## src/rtl/ecc_scrub_ctrl.sv

```systemverilog
// ecc_scrub_ctrl
//   Scrub scheduler and ECC error accountant around the cache ECC scrubber.
//   - Emits a one-cycle scrub_trigger_o every max(interval_i, MinInterval)
//     cycles. The countdown stalls on cycles where the bank is busy with
//     cache traffic.
//   - Keeps saturating counters of corrected and uncorrectable error pulses.
//   - Raises a sticky interrupt when the macro ECC_SCRUB_CTRL_IRQ_EN is
//     defined. Without it, irq_o is tied low and the threshold and ack
//     inputs are ignored.
//   All outputs are registered; no input reaches an output combinationally.
module ecc_scrub_ctrl #(
   parameter int IntervalWidth = 16,
   parameter int CntWidth      = 16,
   parameter int MinInterval   = 3   // must be >= 2
) (
   input  logic                     clk_i,
   input  logic                     rst_i,
   input  logic                     enable_i,
   input  logic [IntervalWidth-1:0] interval_i,
   input  logic                     intc_busy_i,
   output logic                     scrub_trigger_o,
   input  logic                     bit_corrected_i,
   input  logic                     uncorrectable_i,
   input  logic                     clear_i,
   input  logic [CntWidth-1:0]      corr_threshold_i,
   input  logic                     irq_ack_i,
   output logic [CntWidth-1:0]      corr_count_o,
   output logic [CntWidth-1:0]      uncorr_count_o,
   output logic                     irq_o
);

   typedef enum logic [1:0] {
      ST_DISABLED = 2'd0,
      ST_WAIT     = 2'd1,
      ST_FIRE     = 2'd2
   } state_e;

   localparam logic [IntervalWidth-1:0] MinIntervalW = IntervalWidth'(MinInterval);
   localparam logic [CntWidth-1:0]      CntMax       = {CntWidth{1'b1}};

   state_e                   state_q;
   logic [IntervalWidth-1:0] cnt_q;
   logic                     trigger_q;

   logic [IntervalWidth-1:0] eff_interval;
   logic [IntervalWidth-1:0] load_val;

   // The Wait state spends L-1 cycles counting from L-2 down to 0, and
   // Fire adds one more cycle, which gives a trigger period of L.
   assign eff_interval = (interval_i < MinIntervalW) ? MinIntervalW : interval_i;
   assign load_val     = eff_interval - IntervalWidth'(2);

   // Scheduler FSM. The trigger is registered and is high exactly in Fire.
   // Dropping enable_i wins over every transition, including a pending Fire.
   // NOTE: All state is updated with non-blocking assignments. This lets
   // every branch read the pre-edge values of state_q and cnt_q.
   always_ff @(posedge clk_i or posedge rst_i) begin
      if (rst_i) begin
         state_q   <= ST_DISABLED;
         cnt_q     <= '0;
         trigger_q <= 1'b0;
      end else if (!enable_i) begin
         state_q   <= ST_DISABLED;
         trigger_q <= 1'b0;
      end else begin
         case (state_q)
            ST_DISABLED: begin
               state_q   <= ST_WAIT;
               cnt_q     <= load_val;
               trigger_q <= 1'b0;
            end
            ST_WAIT: begin
               trigger_q <= 1'b0;
               if (!intc_busy_i) begin
                  if (cnt_q == '0) begin
                     state_q   <= ST_FIRE;
                     trigger_q <= 1'b1;
                  end else begin
                     cnt_q <= cnt_q - IntervalWidth'(1);
                  end
               end
            end
            ST_FIRE: begin
               state_q   <= ST_WAIT;
               cnt_q     <= load_val;
               trigger_q <= 1'b0;
            end
            default: begin
               state_q   <= ST_DISABLED;
               trigger_q <= 1'b0;
            end
         endcase
      end
   end

   assign scrub_trigger_o = trigger_q;

   // Error event counters. They saturate at all-ones, and clear_i wins over
   // an event in the same cycle.
   logic [CntWidth-1:0] corr_q;
   logic [CntWidth-1:0] uncorr_q;
   logic                corr_inc;
   logic                uncorr_inc;

   assign corr_inc   = bit_corrected_i && (corr_q != CntMax);
   assign uncorr_inc = uncorrectable_i && (uncorr_q != CntMax);

   // Counter update with saturation and synchronous clear.
   always_ff @(posedge clk_i or posedge rst_i) begin
      if (rst_i) begin
         corr_q   <= '0;
         uncorr_q <= '0;
      end else if (clear_i) begin
         corr_q   <= '0;
         uncorr_q <= '0;
      end else begin
         if (corr_inc) begin
            corr_q <= corr_q + CntWidth'(1);
         end
         if (uncorr_inc) begin
            uncorr_q <= uncorr_q + CntWidth'(1);
         end
      end
   end

   assign corr_count_o   = corr_q;
   assign uncorr_count_o = uncorr_q;

`ifdef ECC_SCRUB_CTRL_IRQ_EN
   // The threshold source fires only when the count actually moves onto the
   // threshold value. A saturated or cleared count does not fire it.
   logic irq_q;
   logic thr_hit;
   logic irq_set;

   assign thr_hit = corr_inc && !clear_i && (corr_threshold_i != '0) &&
                    ((corr_q + CntWidth'(1)) == corr_threshold_i);
   assign irq_set = uncorrectable_i || thr_hit;

   // Sticky interrupt. A set in the same cycle as an ack wins over the ack.
   always_ff @(posedge clk_i or posedge rst_i) begin
      if (rst_i) begin
         irq_q <= 1'b0;
      end else if (irq_set) begin
         irq_q <= 1'b1;
      end else if (irq_ack_i) begin
         irq_q <= 1'b0;
      end
   end

   assign irq_o = irq_q;
`else
   // Interrupt logic is compiled out, so its inputs are deliberately unused.
   logic unused_irq_inputs;
   assign unused_irq_inputs = ^{corr_threshold_i, irq_ack_i};
   assign irq_o             = 1'b0;
`endif

endmodule

```

## config.mk

```make
export PLATFORM = sky130hd
export DESIGN_NAME = ecc_scrub_ctrl
export DESIGN_NICKNAME = d
export VERILOG_FILES = /design/src/rtl/ecc_scrub_ctrl.sv
export SDC_FILE = /design/constraint.sdc
export NUM_CORES = 1
export LEC_CHECK = 0
export CAP_MARGIN = 20
export CORE_MARGIN = 3
export CORE_UTILIZATION = 45
export DETAILED_ROUTE_END_ITERATION = 10
export PLACE_DENSITY = 0.85
export SLEW_MARGIN = 20
export SYNTH_ARGS = -nofsm -noshare
export SYNTH_HDL_FRONTEND = slang
export SYNTH_SLANG_ARGS = --single-unit
```

## constraint.sdc

```tcl
create_clock -name clk_i -period 2.2 [get_ports clk_i]
set_input_delay 0.66 -clock clk_i [delete_from_list [all_inputs] [get_ports clk_i]]
set_output_delay 0.66 -clock clk_i [all_outputs]
set_load 0.005 [all_outputs]
```

==> reports/metrics.yaml, run 1 <==
tightestPinTransition_ns: 0.504
reg2reg_from: "cnt_q[1]$_DFFE_PP0P_"
area_growth_syn_to_layout_pct: 44.2
ys_ff_latch: 51
synth_edf_count: 0
first_pass_iters: 4
cts.clk_slew.worst_paths_ns: 0.10
rsz0062_at_grt: "true"
vias: 3079
cts_buffer_depth: 2
worstSetupStartpointType: "register"
whs_path_depth: 1
synthTopCellsByCount: "dfrtp_1, nor2_1, nand2_1, a21oi_1, xor2_1"
die_h_um: 88.8
fin_ws_ns: -0.136
drtAntennaViolNets: 0
critPathKind: "reg -> reg"
netlist_area_mm2: 0.00309
max_slew_margin_pct: 66.2
wl_per_cell_um: 15.2
status: "complete, but fails checks"
r2r_end: "cnt_q[8]$_DFFE_PP0P_"
synth_xor_area_share_pct: 8.23
grt_pass1_vias: 2993
synth_fp_nets: 387
synth-compound-area-share_pct: 15.5
num_antenna_cells: 0
n_fill_cell: 493
fin_crit_ns: 2.34
synthMuxAreaShare_pct: 2.31
timing.final.crit_share_pct: 106
die-area_mm2: 0.00789
antenna_found_initial: 0
hold_class: "reg -> reg"
synth_warnings: 0
crit_slowest_cell: "nor4_4"
cts_sinks: 51
dp_hpwl_mm: 5.70
leakage_nw: 1.88
synth.most_common_cell: "dfrtp_1"
grt_start_max_net_pins: 52
row_count: 29
yosys.area.top_type: "dfrtp_1"
viasPerCell: 5.79
start_util_pct: 47.5
crit_chain: "inv_2 -> ha_4 -> or3b_4 -> nor4_4 -> buf_4 -> nor2b_4 -> mux2i_1 -> o2bb2ai_1 -> a31oi_1"
root_buffer: "clkbuf_8"
grt_usage_pct: 20.3
cp.required_ns: 2.39
yosys-top-cells-area: "dfrtp_1, xor2_1, nor2_1"
cts_made_buffers: 5
place.gp.congestion: 0.880
rrSetupSlack_ns: -0.14
synth.top_cell.area_share_pct: 41.3
core-area_mm2: 0.00649
hold_viol: 0
finalClockSkew_ns: 0.00754
power_density_mw_per_mm2: 503
postCtsHoldBufs: 0
synth.distinct_cells: 61
io_pins: 74
critPathCaptureType: "register"
drive_gt1_share_pct: 27.5
hold_start: "corr_count_o[4]$_DFFE_PP0P_"
crit_fanout: 5
first_iter_violations: 176
max-vdd-ir-drop_uv: 300
overflow: 0
final_util_pct: 68.6
yosysSeqAreaShare_pct: 41.3
die_x_um: 88.8
synth_top_family_by_area: "simple AND/OR/NAND/NOR gates"
routed_wl_mm: 8.09
clock_latency_ns: 0.31
max_freq_mhz: 428
slew_viol_final: 0
synth_ff_type: "dfrtp_1"
port_buffers: 55
ff2ff_path_depth: 9
grt_pass1_wl_mm: 13.0
whs_endpoint: "corr_count_o[4]$_DFFE_PP0P_"
power_mw: 2.24
yosys.area_share.simple_pct: 28.6
nNetsFinal: 499
avgSynthCellArea_um2: 9.00
drv_cap: 0
synthArstFlopShare_pct: 100
cts_tree: "built"
yosys.area_share.adder_pct: 1.62
violations: "setup timing"
max_stage_delay_ns: 0.44
cts_max_level: 2
synth_cells: 343
crit_arrival_ns: 2.52
setup_viol: 14
drc_errors: 0
## cell families after synthesis
| family | Yosys count |
|---|---|
| adder cells (fa/ha/maj) | 4 |
| AND/OR/NAND/NOR | 161 |
| flip-flops | 51 |
| multiplexers | 7 |
| AO/OA/AOI/OAI | 73 |
| buffers and inverters | 17 |
| other | 1 |
| XOR/XNOR | 29 |
## metal layers
metal	wire (µm)	global-route usage [%]	up-vias
li1	-	-	1477
met1	3460	24.9	1489
met2	4140	37.1	101
met3	406	3.17	12
met4	82	4.95	0
met5	0	0	-
## critical path, delay by kind of cell (launching register included)
family | cells | cell delay [ns]
AOI/OAI and AO/OA | 2 | 0.20
DFF | 1 | 0.40
buffers and inverters | 2 | 0.30
muxes | 1 | 0.18
adders and majority gates | 1 | 0.13
and+or+nand+nor | 3 | 0.99
## per-stage QoR
| step | TNS, ns | hold WS (ns) | cell area (µm²) | setup slack (ns) | instances |
|---|---|---|---|---|---|
| final | -0.834 | 0.497 | 4450 | -0.136 | 532 |
| after global routing | -2.02 | 0.525 | 4450 | -0.206 | 532 |
| after CTS | -0.203 | 0.503 | 4260 | -0.0971 | 525 |
| after detailed placement | -7.53 | 0.490 | 4140 | -0.885 | 515 |
| after global placement | -6.21 | 0.480 | 4140 | -0.773 | 515 |
| after floorplan | -0.633 | 0.474 | 3140 | -0.221 | 343 |
## worst max path at each step
| stage | startpoint | to | slack (ns) | cells past startpoint |
|---|---|---|---|---|
| floorplan | interval_i[0] | cnt_q[15]$_DFFE_PP0P_ | -0.22 | 11 |
| global placement | interval_i[0] | cnt_q[13]$_DFFE_PP0P_ | -0.77 | 12 |
| detailed placement | interval_i[14] | cnt_q[15]$_DFFE_PP0P_ | -0.88 | 12 |
| CTS | interval_i[1] | cnt_q[15]$_DFFE_PP0P_ | -0.1 | 12 |
| global route | cnt_q[1]$_DFFE_PP0P_ | cnt_q[8]$_DFFE_PP0P_ | -0.21 | 9 |
| finish | cnt_q[1]$_DFFE_PP0P_ | cnt_q[8]$_DFFE_PP0P_ | -0.14 | 9 |
## placed cells by master (no fill, tap or decap), drive strengths merged, types with 2 or more instances in the layout
cell,synthesis,final
dlygate4sd2,0,3
a31o,3,3
nor4b,2,2
a311oi,2,2
xor2,21,21
nor2,38,38
mux2i,6,6
nand2,34,34
o31ai,2,2
nor3b,4,4
nor4,6,6
dfrtp,51,51
and2,2,2
a31oi,3,3
nor3,15,15
buf,2,72
clkbuf,7,5
ha,4,4
nand3,16,16
o22ai,5,5
and3,12,12
or3b,2,2
xnor2,8,8
o21ai,17,17
clkdlybuf4s50,0,39
or3,5,5
inv,8,8
o31a,2,2
nand2b,3,3
o21bai,2,2
a21oi,24,24
a41oi,4,4
and4,5,5
nor2b,4,4
nand4,8,8
## what timing repair did
action                     in CTS  in global routing
setup buffers                   3                  7
setup endpoints to repair      11                 15
pin swaps                       8                 25
gates resized for setup        68                 41
## registers in the layout (all words and copies together), names as in the netlist
name and count:
scrub_trigger_o 1, uncorr_count_o 16, corr_count_o 16, state_q 2
cnt_q 16
## power breakdown
group | switching, mW | internal (mW) | leakage, nW
clock network | 0.321 | 0.333 | 0.0502
logic | 0.246 | 0.250 | 1.16
registers | 0.0908 | 0.999 | 0.674
total | 0.658 | 1.58 | 1.88
## layout make-up
type / instances / area [µm²] / area share (%)
Clock buffer: 5 / 68.8 / 1.54
Clock inverter: 2 / 37.5 / 0.843
Inverter: 8 / 30.0 / 0.674
Multi-Input combinational cell: 275 / 1940 / 43.7
Sequential cell: 51 / 1280 / 28.7
Tap cell: 77 / 96.3 / 2.16
Timing Repair Buffer: 114 / 1000 / 22.5
(Power assumes the default switching activity.)
==> run 2: changes to the inputs <==
Settings changed: SETUP_SLACK_MARGIN from default to 0.02.
==> reports/metrics.yaml, run 2 (same netlist as run 1, synthesis figures left out) <==
status: "complete, but fails checks"
violations: "setup timing"
leakage_nw: 1.91
tns_ns: -0.109
row_count: 29
timing.final.crit_share_pct: 103
overflow: 0
drv_cap: 0
antenna_found_initial: 0
ff2ff_path_depth: 8
cts_max_level: 2
met3WireLength_um: 537
first_iter_violations: 134
cts_made_buffers: 5
routed.top_layer: "met4"
die_h_um: 88.8
drtAntennaViolNets: 0
nNetsFinal: 509
vias: 3132
root_buffer: "clkbuf_8"
grt_usage_pct: 22.7
whs_endpoint: "corr_count_o[4]$_DFFE_PP0P_"
io_pins: 74
viasPerCell: 5.77
grt_pass1_vias: 3124
place_inst: 516
crit_slowest_cell: "a2111oi_4"
crit_chain: "buf_6 -> a2111oi_4 -> and3_1 -> and3b_1 -> nor2_2 -> ha_2 -> nor4b_4 -> buf_4 -> or2b_1 -> xnor2_1 -> o22ai_1 -> a21oi_1"
cts_buffer_depth: 2
start_util_pct: 47.5
slew_viol_final: 0
clock_latency_ns: 0.31
hold_start: "corr_count_o[4]$_DFFE_PP0P_"
postCtsHoldBufs: 0
wl_per_cell_um: 15.2
cp_top_family: "simple AND/OR/NAND/NOR gates"
max_freq_mhz: 440
die-area_mm2: 0.00789
drc_errors: 0
final_common_cell: "buf_4"
wl_met2_mm: 4.23
port_buffers: 55
rsz0062_at_grt: "true"
power_density_mw_per_mm2: 532
crit_arrival_ns: 2.52
place.gp.congestion: 0.885
core-area_mm2: 0.00649
fin_ws_ns: -0.0711
cts_tree: "built"
die_x_um: 88.8
finalClockSkew_ns: 0.00839
final_cell_mix: "buf_4, dfrtp_1, clkdlybuf4s50_1"
max_stage_delay_ns: 0.35
setup_viol: 2
rrSetupSlack_ns: 0.07
power_mw: 2.38
max-vdd-ir-drop_uv: 324
met1_length_mm: 3.31
worstSetupStartpointType: "input port"
area_growth_syn_to_layout_pct: 45.0
crit_fanout: 3
reg2reg_from: "cnt_q[0]$_DFFE_PP0P_"
worst-path-buf-inv: 2
cp.required_ns: 2.45
first_pass_iters: 5
routed_wl_mm: 8.25
dp_hpwl_mm: 5.94
fin_crit_ns: 2.27
whs_path_depth: 1
grt_start_max_net_pins: 52
cts.clk_slew.worst_paths_ns: 0.10
hold_class: "reg -> reg"
cts_sinks: 51
num_antenna_cells: 0
hold_viol: 0
stdcell_count: 543
drive_gt1_share_pct: 26.0
r2r_end: "cnt_q[15]$_DFFE_PP0P_"
grt_pass1_wl_mm: 14.3
critPathCaptureType: "register"
critPathKind: "in -> reg"
[run 2: area by class of cell]
cell class / count / area, µm²
multi-input cells: 275 / 1860
flip-flops and latches: 51 / 1280
fillers: 499 / 2020
clock inverters: 2 / 60.1
well taps: 77 / 96.3
clock buffers: 6 / 72.6
repair buffers: 124 / 1080
inverters: 8 / 30.0
[run 2: through the flow]
step / util [%] / hold WS (ns) / instance area, µm² / setup WS (ns)
6_report: 68.9 / 0.508 / 4480 / -0.0711
5_1_grt: 68.9 / 0.543 / 4480 / -0.168
4_1_cts: 67.4 / 0.508 / 4380 / -0.0998
3_5_place_dp: 63.9 / 0.494 / 4150 / -0.900
3_3_place_gp: 63.9 / 0.482 / 4150 / -0.778
2_1_floorplan: - / 0.474 / 3140 / -0.221
[run 2: power by group]
group / leakage (nW) / internal [mW] / switching, mW / total (mW)
clock network: 0.0654 / 0.455 / 0.321 / 0.776
registers: 0.674 / 0.999 / 0.0916 / 1.09
logic: 1.18 / 0.274 / 0.242 / 0.516
total: 1.91 / 1.73 / 0.654 / 2.38
[run 2: worst max-delay path by stage]
stage / startpoint / to / slack, ns / cells past startpoint
finish: interval_i[0] / cnt_q[7]$_DFFE_PP0P_ / -0.07 / 12
global route: interval_i[0] / cnt_q[7]$_DFFE_PP0P_ / -0.17 / 12
global placement: interval_i[0] / cnt_q[13]$_DFFE_PP0P_ / -0.78 / 12
CTS: interval_i[1] / cnt_q[15]$_DFFE_PP0P_ / -0.1 / 12
detailed placement: interval_i[14] / cnt_q[15]$_DFFE_PP0P_ / -0.90 / 12
floorplan: interval_i[0] / cnt_q[15]$_DFFE_PP0P_ / -0.22 / 11
[run 2: what timing repair did]
action	CTS	global route
pin swaps	15	11
hold endpoints to repair	0	0
gates resized for setup	79	12
setup buffers	11	8
setup endpoints to repair	12	18
[run 2: layer usage]
layer | track usage, % | vias to the layer above
met2 | 40.5 | 122
met4 | 8.79 | 0
met1 | 27.3 | 1493
met3 | 3.45 | 19
li1 | - | 1498
met5 | 0 | -
